$ cat config.mk
export PLATFORM = sky130hd
export DESIGN_NAME = aes_cmd_decode_q
export DESIGN_NICKNAME = d
export VERILOG_FILES = /design/src/rtl/aes_cmd_pkg.sv /design/src/rtl/aes_cmd_fifo.sv /design/src/rtl/aes_cmd_decode_q.sv
export SDC_FILE = /design/constraint.sdc
export NUM_CORES = 1
export LEC_CHECK = 0
export CAP_MARGIN = 20
export CORE_ASPECT_RATIO = 1.2
export CORE_MARGIN = 5
export CORE_UTILIZATION = 57
export CTS_BUF_LIST = sky130_fd_sc_hd__clkbuf_4
export DETAILED_ROUTE_END_ITERATION = 7
export HOLD_SLACK_MARGIN = 0.03
export PLACE_DENSITY_LB_ADDON = 0.08
export SYNTH_ARGS = -nofsm -noshare
export SYNTH_HDL_FRONTEND = slang
export SYNTH_SLANG_ARGS = --single-unit
export TNS_END_PERCENT = 100
$ cat constraint.sdc
create_clock -name clk -period 3.3 [get_ports clk]
set_input_delay 0.825 -clock clk [delete_from_list [all_inputs] [get_ports clk]]
set_output_delay 0.825 -clock clk [all_outputs]
set_load 0.03 [all_outputs]
$ cat src/rtl/aes_cmd_pkg.sv
// Shared opcode enum, register-window offsets and decode helper for the AES
// command decoder and its consumers.
package aes_cmd_pkg;

    typedef enum logic [3:0] {
        OP_NONE          = 4'd0,
        OP_WRITE_ADDRESS = 4'd1,
        OP_START_ENCRYPT = 4'd2,
        OP_READ_LENGTH   = 4'd3,
        OP_READ_ADDRESS  = 4'd4,
        OP_READ_KEY      = 4'd5,
        OP_READ_COUNTER  = 4'd6,
        OP_GET_STATUS    = 4'd7,
        OP_WRITE_LENGTH  = 4'd8,
        OP_WRITE_KEY     = 4'd9,
        OP_WRITE_COUNTER = 4'd10
    } aes_op_e;

    localparam logic [5:0] OFF_START = 6'h00;
    localparam logic [5:0] OFF_ADDR  = 6'h02;
    localparam logic [5:0] OFF_LEN   = 6'h04;
    localparam logic [5:0] OFF_KEY   = 6'h10;
    localparam logic [5:0] OFF_CTR   = 6'h20;
    localparam logic [5:0] OFF_END   = 6'h30;

    typedef struct packed {
        aes_op_e    op;
        logic [5:0] off;
    } cmd_hdr_t;

    // Classifies an in-window offset; OP_NONE marks an illegal access.
    function automatic aes_op_e decode_op(input logic wr, input logic [5:0] off,
                                          input logic data_one);
        aes_op_e op;
        op = OP_NONE;
        if (off == OFF_START)
            op = wr ? (data_one ? OP_START_ENCRYPT : OP_NONE) : OP_GET_STATUS;
        else if (off[5:1] == OFF_ADDR[5:1])
            op = wr ? OP_WRITE_ADDRESS : OP_READ_ADDRESS;
        else if (off[5:1] == OFF_LEN[5:1])
            op = wr ? OP_WRITE_LENGTH : OP_READ_LENGTH;
        else if (off[5:4] == OFF_KEY[5:4])
            op = wr ? OP_WRITE_KEY : OP_READ_KEY;
        else if (off[5:4] == OFF_CTR[5:4])
            op = wr ? OP_WRITE_COUNTER : OP_READ_COUNTER;
        return op;
    endfunction

endpackage

$ cat src/rtl/aes_cmd_fifo.sv
// Generic DEPTH x W synchronous FIFO with a registered head entry and
// registered full/valid flags; asynchronous active-low reset.
module aes_cmd_fifo #(
    parameter int DEPTH = 4,
    parameter int W     = 8
) (
    input  logic         clk,
    input  logic         rst,
    input  logic         push,
    input  logic [W-1:0] din,
    input  logic         pop,
    output logic         full,
    output logic         valid,
    output logic [W-1:0] dout
);
    localparam int AW = $clog2(DEPTH);

    logic [W-1:0]  mem [DEPTH];
    logic [AW-1:0] wr_ptr_reg, rd_ptr_reg, rd_ptr_next;
    logic [AW:0]   count_reg, count_next;
    logic          full_reg, valid_reg;
    logic [W-1:0]  dout_reg, dout_next;
    logic          push_ok, pop_ok;

    assign push_ok = push && !full_reg;
    assign pop_ok  = pop && valid_reg;

    always_comb begin
        count_next  = count_reg;
        rd_ptr_next = rd_ptr_reg + AW'(pop_ok);
        dout_next   = dout_reg;
        if (push_ok && !pop_ok)
            count_next = count_reg + (AW+1)'(1);
        else if (!push_ok && pop_ok)
            count_next = count_reg - (AW+1)'(1);
        // The new head is the entry being written now only when the memory
        // holds nothing else after this cycle's pop.
        if (count_next != '0) begin
            if (push_ok && (count_reg == (AW+1)'(pop_ok)))
                dout_next = din;
            else
                dout_next = mem[rd_ptr_next];
        end
    end

    always_ff @(posedge clk) begin
        if (push_ok)
            mem[wr_ptr_reg] <= din;
    end

    always_ff @(posedge clk or negedge rst) begin
        if (!rst) begin
            wr_ptr_reg <= '0;
            rd_ptr_reg <= '0;
            count_reg  <= '0;
            full_reg   <= 1'b0;
            valid_reg  <= 1'b0;
            dout_reg   <= '0;
        end else begin
            wr_ptr_reg <= wr_ptr_reg + AW'(push_ok);
            rd_ptr_reg <= rd_ptr_next;
            count_reg  <= count_next;
            full_reg   <= (count_next == (AW+1)'(DEPTH));
            valid_reg  <= (count_next != '0);
            dout_reg   <= dout_next;
        end
    end

    assign full  = full_reg;
    assign valid = valid_reg;
    assign dout  = dout_reg;

endmodule

$ cat src/rtl/aes_cmd_decode_q.sv
// AES MMIO instruction decoder with command FIFO and illegal-access counter.
// Define AES_CMD_DECODE_BYPASS_EN for zero-latency presentation on an empty FIFO.
module aes_cmd_decode_q
    import aes_cmd_pkg::*;
#(
    parameter int                ADDR_W = 16,
    parameter int                DATA_W = 8,
    parameter logic [ADDR_W-1:0] BASE   = 16'hFF00,
    parameter int                DEPTH  = 4,
    parameter int                ERR_W  = 8
) (
    input  logic              clk,
    input  logic              rst,
    input  logic              stb,
    input  logic              wr,
    input  logic [ADDR_W-1:0] addr,
    input  logic [DATA_W-1:0] data_in,
    output logic              stall,
    output logic              cmd_valid,
    input  logic              cmd_ready,
    output aes_op_e           cmd_op,
    output logic [5:0]        cmd_off,
    output logic [DATA_W-1:0] cmd_data,
    output logic [ERR_W-1:0]  err_cnt,
    output logic              err_sticky,
    input  logic              err_clr
);
    localparam int FW = $bits(cmd_hdr_t) + DATA_W;

    logic [ADDR_W-1:0] off_full;
    logic              in_window;
    aes_op_e           dec_op;
    logic              accept, push, illegal;
    logic [FW-1:0]     entry, fifo_dout;
    logic              fifo_push, fifo_full, fifo_valid;
    cmd_hdr_t          head_hdr;
    logic [ERR_W-1:0]  err_cnt_reg;
    logic              err_sticky_reg;

    // Subtraction wraps for addresses below BASE, so both bounds are checked.
    assign off_full  = addr - BASE;
    assign in_window = (addr >= BASE) && (off_full < ADDR_W'(OFF_END));
    assign dec_op    = in_window ? decode_op(wr, off_full[5:0], data_in == DATA_W'(1))
                                 : OP_NONE;

    assign accept  = stb && !stall;
    assign push    = accept && (dec_op != OP_NONE);
    assign illegal = accept && (dec_op == OP_NONE);
    assign entry   = {dec_op, off_full[5:0], (wr ? data_in : {DATA_W{1'b0}})};

    aes_cmd_fifo #(
        .DEPTH (DEPTH),
        .W     (FW)
    ) u_fifo (
        .clk   (clk),
        .rst   (rst),
        .push  (fifo_push),
        .din   (entry),
        .pop   (cmd_ready),
        .full  (fifo_full),
        .valid (fifo_valid),
        .dout  (fifo_dout)
    );

    assign stall    = fifo_full;
    assign head_hdr = fifo_dout[FW-1:DATA_W];

`ifdef AES_CMD_DECODE_BYPASS_EN
    logic bypass;
    assign bypass    = push && !fifo_valid && cmd_ready;
    assign fifo_push = push && !bypass;
    assign cmd_valid = fifo_valid || bypass;
    assign cmd_op    = bypass ? dec_op : head_hdr.op;
    assign cmd_off   = bypass ? off_full[5:0] : head_hdr.off;
    assign cmd_data  = bypass ? entry[DATA_W-1:0] : fifo_dout[DATA_W-1:0];
`else
    assign fifo_push = push;
    assign cmd_valid = fifo_valid;
    assign cmd_op    = head_hdr.op;
    assign cmd_off   = head_hdr.off;
    assign cmd_data  = fifo_dout[DATA_W-1:0];
`endif

    // A clear coincident with an illegal access wins.
    always_ff @(posedge clk or negedge rst) begin
        if (!rst) begin
            err_cnt_reg    <= '0;
            err_sticky_reg <= 1'b0;
        end else if (err_clr) begin
            err_cnt_reg    <= '0;
            err_sticky_reg <= 1'b0;
        end else if (illegal) begin
            if (err_cnt_reg != {ERR_W{1'b1}})
                err_cnt_reg <= err_cnt_reg + ERR_W'(1);
            err_sticky_reg <= 1'b1;
        end
    end

    assign err_cnt    = err_cnt_reg;
    assign err_sticky = err_sticky_reg;

endmodule

---- After elaboration in Yosys (flattened, before gate mapping) ----
Memory sizes are Yosys's and may differ from the RTL's.
Index checks and enable logic that the tools add are counted.
storage, ports and cells
  register bits after elaboration ......... 36
  memory bits (writable) .................. 72
  bits of input ports ..................... 30
  output and inout port bits .............. 29
  memories kept ........................... 1
memory list
  memory      depth  width  rd ports  clocked after memory_dff  wr ports  RTL line            text
  u_fifo.mem  4      18     1         0                         1         aes_cmd_fifo.sv:18  logic [W-1:0] mem [DEPTH];
operators by class
  $add $sub $neg .......................... 6
  order comparisons ....................... 2
  equal/unequal tests ..................... 8
  muxes and demuxes ....................... 23
  reductions and logical operators ........ 19
operator list
  operator                                                                count
  4-bit 2-to-1 mux                                                        9
  8-bit 2-to-1 mux                                                        4
  18-bit 2-to-1 mux                                                       1
  16-bit >= comparator (second input constant)                            1
  16-bit by 6-bit < comparator with 1-bit output (second input constant)  1
  16-bit subtractor (second input constant)                               1
  3-bit 2-to-1 mux                                                        4
  1-bit logical AND                                                       9
  8-bit by 1-bit adder with 8-bit output (second input constant)          1
  8-bit by 1-bit equality test with 1-bit output (second input constant)  1
  8-bit != test (second input constant)                                   1
  6-bit logical NOT                                                       1
  5-bit by 1-bit equality test with 1-bit output (second input constant)  1
  5-bit by 2-bit equality test with 1-bit output (second input constant)  1
  2-bit by 1-bit adder with 2-bit output                                  2
  4-bit logical NOT                                                       1
  1-bit 2-to-1 mux                                                        4
  2-bit nonzero test                                                      2
  4-bit nonzero test                                                      1
  3-bit by 1-bit adder with 3-bit output (second input constant)          1
  3-bit by 1-bit equality test with 1-bit output                          1
  3-bit equality test (second input constant)                             1
  1-bit logical NOT                                                       3
  3-bit nonzero test                                                      1
  other kinds (5)                                                         5

---- Longest topological paths before layout ----
Gate-level depths: netlist (run 1).
  depth after elaboration ................. 16
  depth in mapped cells ................... 9
  gate-level depth less buffers ........... 8

---- Modules after synthesis ----
From an unflattened synthesis (run 1), not the netlist that was laid out.
second synthesis, totals
  cells, all modules ...................... 283
  area total of the unflattened synthesis .. 4759.6 um^2
by module, submodules not included
  module            instances  cells an instance  area an instance (um^2)  seq. area each (um^2)
  aes_cmd_fifo      1          190                3952.5                   2837.7
  aes_cmd_decode_q  1          93                 807.0                    225.2

---- Worst setup path before layout (run 1) ----
Ideal clock, no wire load.
  path kind ............................... input to register
  start point ............................. input port addr[6]
  end point ............................... memory u_fifo.mem[1][0] (netlist name), enable pin
  setup time .............................. 0.420 ns
  arrival ................................. 3.085 ns
  setup slack ............................. -0.205 ns
  stages .................................. 5
  path buffers ............................ 0
  path through ............................ nand4b_1 a2111o_1 inv_2 o211ai_2 nor3b_1
on the way
  word-level cells in the longest chain between the ends .. 9
ends and longest elaborated chain
  what                                            RTL line                text
  start, declared                                 aes_cmd_decode_q.sv:16  input logic [ADDR_W-1:0] addr,
  16-bit subtractor                               aes_cmd_decode_q.sv:41  assign off_full = addr - BASE;
  16-bit by 6-bit < comparator with 1-bit output  aes_cmd_decode_q.sv:42  assign in_window = (addr >= BASE) && (off_full < ADDR_W'(OFF_END));
  1-bit logical AND *                             aes_cmd_decode_q.sv:42
  4-bit 2-to-1 mux *                              aes_cmd_decode_q.sv:43  assign dec_op = in_window ? decode_op(wr, off_full[5:0], data_in == DATA_W'(1))
  4-bit nonzero test *                            aes_cmd_decode_q.sv:47  assign push = accept && (dec_op != OP_NONE);
  1-bit logical AND *                             aes_cmd_decode_q.sv:47
  1-bit logical AND *                             aes_cmd_fifo.sv:25      assign push_ok = push && !full_reg;
  1-bit 2-to-1 mux *                              aes_cmd_fifo.sv:47      if (push_ok)
  1-bit 2-to-1 mux (not written as such) *        aes_cmd_fifo.sv:48      mem[wr_ptr_reg] <= din;
  end, declared                                   aes_cmd_fifo.sv:18
Mark *: on every way between the ends. The rest lies on a longest branch, timed or not.

---- Worst setup path after layout (run 1) ----
  start point ............................. input port addr[2]
  end point ............................... register u_fifo.dout_reg[16] (netlist: u_fifo.dout[16])
on the way
  word-level cells in the longest chain between the ends .. 16
ends and longest elaborated chain
  what                                                       RTL line                text
  branches (longest 7 deep; another with 16-bit subtractor)  n/a
  4-bit 2-to-1 mux *                                         aes_cmd_decode_q.sv:43
  4-bit nonzero test                                         aes_cmd_decode_q.sv:47
  1-bit logical AND                                          aes_cmd_decode_q.sv:47
  1-bit logical AND                                          aes_cmd_fifo.sv:25
  1-bit logical NOT                                          aes_cmd_fifo.sv:34      else if (!push_ok && pop_ok)
  1-bit logical AND                                          aes_cmd_fifo.sv:34
  3-bit 2-to-1 mux                                           aes_cmd_fifo.sv:34
  3-bit 2-to-1 mux                                           aes_cmd_fifo.sv:32      if (push_ok && !pop_ok)
  3-bit nonzero test                                         aes_cmd_fifo.sv:38      if (count_next != '0) begin
  end signal, assigned                                       aes_cmd_fifo.sv:65      dout_reg <= dout_next;
  end, declared                                              aes_cmd_fifo.sv:22      logic [W-1:0] dout_reg, dout_next;
Mark *: on every way between the ends.
A chain may end at the register's enable or synchronous reset.

==> metrics, run 1 <==
largest net degree at the start of global routing 37; Area Growth Syn to Fin 24.6%; Critical Path End Type register; Inserted Diodes 0; Post-CTS Setup Inserts 0; worst-path maximum fanout 17; reg2reg setup slack 0.87 ns; antenna violations before repair 0; minimum clock period 3.03 ns; Syn Nets 323; die area ~10000 µm²; Slew HR between 40 and 50%; register area 3060 µm²; number of flip-flops in the largest register 72; synthesized area between 4000 and 5000 µm²; CP Launch Type input pin; Top Ports 59; initial DRC count 146; vias in the first global route 2948; WL/cell around 20 µm; H-tree levels 3; # fillers 531; detailed-route vias per instance 5.74; residual overflow from global routing 0; Post-DP HPWL 6630 µm; Static Leak 2.21 nW; overall global routing resource usage 20.5%; Max-Cap Viols 0; ys async rst share 33.3%; critical path cell sequence clkdlybuf4s50_1 -> nand2b_1 -> o211a_1 -> a21boi_4 -> o211ai_2 -> or4_1 -> buf_4 -> mux2_1 -> mux2_4; Yosys top cell area share 45.7%; setup TNS 0 ns; final period utilization 91.8%; Crit path required time 3.65 ns; area leader, netlist edfxtp_1; Buf/Inv on CP 2; Post-Route WL 9620 µm; Die W 93.2 µm; number of synthesized flops with an enable pin 72; cts hold-fix bufs 0; type of the worst setup path input pin to register; RSZ-0062 raised after global routing false; Multi-input gate area ~1600 µm²; CTS tree built; # nets final 421; sequential-to-total area share from yosys stat between 60% and 70%; CP Data Arrival Time 3.38 ns; Final Max Tran Viols 0; Cells after Synth 288; clk sinks 108; post-route ant nets 0; CP Launch Point addr[2]; synth unique cells 49; chip height 110 µm; Primary FF master, synth edfxtp_1; CP endpoint u_fifo.dout[16]; endpoints failing setup 0; clock skew 0.0207 ns; RR Endpoint u_fifo.dout[16]; clk_lat worst skew 0.45 ns; Synth warnings 0; Hold Fails Final Rpt 0; mean post-synth cell area 16.4 µm²; CTS Buf Count 9; CP max-delay cell clkdlybuf4s50_1; top-count cell post-synth edfxtp_1; post_cts resized 0; Worst Tran Pin Value 0.879 ns; IO Port Bufs 58; via count 2789; drt pass-1 iters 4; FF-to-FF Start u_fifo.valid; DRC violation count after routing 0; Routability Congestion 0.869; clock buffer depth 2; Max stage delay on crit path 0.59 ns; worst hold path class input pin to asynchronous set/reset pin; outcome finished clean; reg2reg path depth 7; hold slack 0.465 ns; ratio of cells with drive above 1 in the final layout between 20% and 30%; first-pass GRT wire length 15400 µm; Core Region 8110 µm²; CP top delay family buffers and inverters; Worst-path clk slew 0.17 ns; peak supply drop 0.680 mV; synth top area cells edfxtp_1 46%, dfrtp_1 19%, mux4_2 8.6%, mux2_2 4.0%, mux2_4 2.5%; CTS root buffer clkbuf_4; row count 36; highest clock rate 330 MHz; initial core utilization 58.4%; Levels on crit path 9; top post-synthesis cells by count 72 x edfxtp_1, 36 x dfrtp_1, 18 x mux4_2, 17 x mux2_2, 14 x nor2_1; Yosys reg bits 108; power per cell area 776 nW/µm²
==> cell type report <==
cell class | instances | share of cell area [%]
Sequential cell | 108 | 51.9
Tap cell | 95 | 2.01
Clock inverter | 7 | 1.25
Clock buffer | 9 | 1.15
Timing Repair Buffer | 95 | 16.2
Multi-Input combinational cell | 160 | 26.8
Inverter | 12 | 0.763
==> metrics by stage <==
step	power, W	area [µm²]	setup slack [ns]	std cells	util [%]
floorplan	0.00319	4750	0.118	288	-
global placement	0.00389	5760	-0.131	470	71.0
detailed placement	0.00394	5760	-0.198	470	71.0
CTS	0.00462	5900	0.275	486	72.8
global route	0.00481	5900	0.129	486	72.8
finish	0.00458	5900	0.271	486	72.8
==> where the power goes <==
part / leakage, nW / switching (W) / total, W / internal [W]
sequential: 1.08 / 0.000104 / 0.00172 / 0.00162
clock: 0.0771 / 0.000432 / 0.000669 / 0.000237
combinational: 1.05 / 0.000983 / 0.00219 / 0.00120
==> cells in the final DEF, fill, tap and decap left out, drive strengths merged, types with 9 or more instances in the layout <==
master and instances:
mux4 18, nor2 15, mux2 32, dfrtp 36, clkdlybuf4s50 57, inv 15, edfxtp 72, buf 38
nand2 11, clkbuf 9
==> per-layer routing <==
layer	vias up	wire length [µm]	track usage (%)
met3	9	273	3.08
li1	1294	-	-
met5	-	0	0
met2	59	5320	37.6
met4	0	120	6.18
met1	1427	3910	25.1
==> cell families after synthesis <==
kind of cell,Yosys count,synth area share (%)
xor+xnor,12,2.38
compound gates,22,3.75
simple gates,63,7.19
flops,108,64.7
fa+ha+maj,5,1.32
buf+inv,20,2.17
mux,58,18.5
==> how the worst min path moves through the flow <==
stage | from | to | depth (start not counted)
after floorplan | u_fifo.rd_ptr_reg[0] | u_fifo.rd_ptr_reg[0] | 1
after global placement | u_fifo.dout[4] | u_fifo.dout[4] | 1
after detailed placement | err_sticky | err_sticky | 2
after CTS | rst | u_fifo.dout[15] | 1
after global routing | rst | u_fifo.dout[5] | 1
final | rst | u_fifo.dout[15] | 1
==> worst reg2reg max path: stages, from the launching register on <==
cell     delay, ns
dfrtp_1       0.42
nand2_1       0.09
inv_1         0.12
ha_1          0.41
buf_12        0.18
mux4_2        0.52
mux2_1        0.34
mux2_4        0.27
(Power assumes the default switching activity.)
==> inputs of run 2 (changes only) <==
- SETUP_SLACK_MARGIN: unset -> 0.1
==> results of run 2 <==
Final layout, timing and power as in run 1 (identical DEF).
==> inputs of run 3 (changes only) <==
- CAP_MARGIN: 20 -> 0
- RECOVER_POWER: unset -> 25
- SETUP_SLACK_MARGIN: 0.1 -> 0.05
==> metrics, run 3 (synthesized netlist as in run 1, its figures left out) <==
outcome complete, but fails checks; failing checks max-capacitance violations, max-slew violations; vias in the first global route 2948 (unchanged); largest net degree at the start of global routing 37 (unchanged); initial core utilization 58.4% (unchanged); setup TNS 0 ns (unchanged); first-pass GRT wire length 15400 µm (unchanged); Max-Cap Viols 1 (+1); sw power 0.00151 W (-0.53%); Slew HR -40.9% (-82 points); minimum clock period 3.10 ns (+0.0701 ns); H-tree levels 3 (unchanged); CTS Buf Count 9 (unchanged); Final Max Tran Viols 37 (+37); DRC violation count after routing 0 (unchanged); clk_lat worst skew 0.45 ns (about the same); overall global routing resource usage 20.5% (unchanged); peak supply drop 0.678 mV (-0.19%); via count 2767 (-0.79%); Crit path required time 3.65 ns (about the same); Post-Route WL 9570 µm (-0.57%); worst hold path class register to register; Hold Fails Final Rpt 0 (unchanged); drt pass-1 iters 4 (unchanged); type of the worst setup path input pin to register; GRT busiest layer met2; Static Leak 2.19 nW (-1.0%); Worst-path clk slew 0.16 ns (about the same); clock skew 0.0227 ns (+0.00197 ns); Core Region 8110 µm² (unchanged); chip height 110 µm (unchanged); Clk network pwr share 14.6% (about the same); Post-DP HPWL 6630 µm (unchanged); Die W 93.2 µm (unchanged); final period utilization 93.9% (+2.1 points); power per cell area 777 nW/µm² (+0.12%); internal power 0.00305 W (-0.17%); Top Ports 59 (unchanged); ratio of cells with drive above 1 in the final layout 25.6% (-1.8 points); clock buffer depth 2 (unchanged); post_cts resized 0 (unchanged); most frequent cells in the layout 72 x edfxtp_1, 50 x clkdlybuf4s50_1, 36 x dfrtp_1; Layout Utilization 72.5% (-0.29 points); worst-path maximum fanout 17 (unchanged); row count 36 (unchanged); # fillers 534 (+0.56%); worst hold path depth 2; Post-CTS Setup Inserts 0 (unchanged); # nets final 421 (unchanged); CP max-delay cell dlygate4sd3_1; reg2reg path depth 7 (unchanged); antenna violations before repair 0 (unchanged); Comb power frac 47.7% (about the same); post-route ant nets 0 (unchanged); Worst Tran Pin Value 2.11 ns (+1.23 ns); die area 10200 µm² (unchanged); Inserted Diodes 0 (unchanged); highest clock rate 323 MHz (-2.3%); met1 Usage GRT 25.1% (unchanged); critical path cell sequence dlygate4sd3_1 -> or2_0 -> o22a_1 -> o21ai_2 -> o211ai_2 -> or4_1 -> buf_4 -> mux2_1 -> mux2_4; Sw Share 33.1% (-0.081 points); IO Port Bufs 58 (unchanged); CTS root buffer clkbuf_4; sequential group share of total power 37.7% (about the same); RSZ-0062 raised after global routing false; detailed-route vias per instance 5.69 (-0.79%); initial DRC count 130 (-11%); number of flip-flops in the largest register 72 (unchanged); CTS tree built; GR Layer Usage met2 37.6% (unchanged); Max stage delay on crit path 0.63 ns (+0.04 ns); CP Data Arrival Time 3.45 ns (+0.07 ns); endpoints failing setup 0 (unchanged); cts hold-fix bufs 0 (unchanged); CP Launch Type input pin; residual overflow from global routing 0 (unchanged); Area Growth Syn to Fin 24.1%; WL/cell 19.7 µm (-0.57%); Critical Path End Type register; clk sinks 108 (unchanged); Routability Congestion 0.869 (unchanged); grt met3 use 3.08% (unchanged); most common cell after layout, fill and taps aside edfxtp_1
[run 3: changes by cell type in the layout (fill, tap and decap cells not counted), sizes merged]
cell           previous run  this run
clkdlybuf4s50            57        50
clkbuf                    9        17
buf                      38        30
dlygate4sd3               0         7
[run 3: worst paths after layout]
path	startpoint	endpoint	slack, ns
max	addr[2]	u_fifo.dout[16]	0.20
min	err_sticky	err_sticky	0.52
max reg2reg	u_fifo.valid	u_fifo.dout[16]	0.88
min reg2reg	err_sticky	err_sticky	0.52
max in group asynchronous	rst	u_fifo.rd_ptr_reg[0]	1.12
min in group asynchronous	rst	u_fifo.dout[15]	0.95
[run 3: layout make-up]
cell class	count	area [µm²]	share of cell area, %
tap	95	119	2.02
clock buffer	9	67.6	1.15
multi-input combinational	160	1580	26.9
timing repair buffer	95	930	15.8
clock inverter	7	73.8	1.26
inverter	12	45.0	0.766
sequential	108	3060	52.1
[run 3: critical path: cells and delay by family]
family	cells	cell delay [ns]
AND/OR/NAND/NOR	2	0.66
AO/OA/AOI/OAI	3	0.46
multiplexers	2	0.63
buffers and inverters	2	0.87
[run 3: through the flow]
stage          hold WS (ns)  power [W]  setup WS (ns)  std cells  area (µm²)
2_1_floorplan         0.472    0.00319          0.118        288        4750
3_3_place_gp          0.487    0.00389         -0.131        470        5760
3_5_place_dp          0.489    0.00394         -0.198        470        5760
4_1_cts               0.473    0.00462          0.275        486        5900
5_1_grt               0.558    0.00481          0.115        486        5880
6_report              0.522    0.00456          0.201        486        5880
[run 3: routing by layer]
metal,wire [µm],share of wire (%),up-vias
met1,3820,40,1396
li1,-,-,1294
met4,120,1.3,0
met2,5270,55,68
met3,359,3.8,9
met5,0,0,-
[run 3: power groups by stage]
stage / registers (W) / logic (W) / clock network [W]
2_1_floorplan: 0.00199 / 0.00120 / 0
3_3_place_gp: 0.00175 / 0.00214 / 0
3_5_place_dp: 0.00175 / 0.00219 / 0
4_1_cts: 0.00172 / 0.00221 / 0.000685
5_1_grt: 0.00175 / 0.00232 / 0.000740
6_report: 0.00172 / 0.00218 / 0.000666
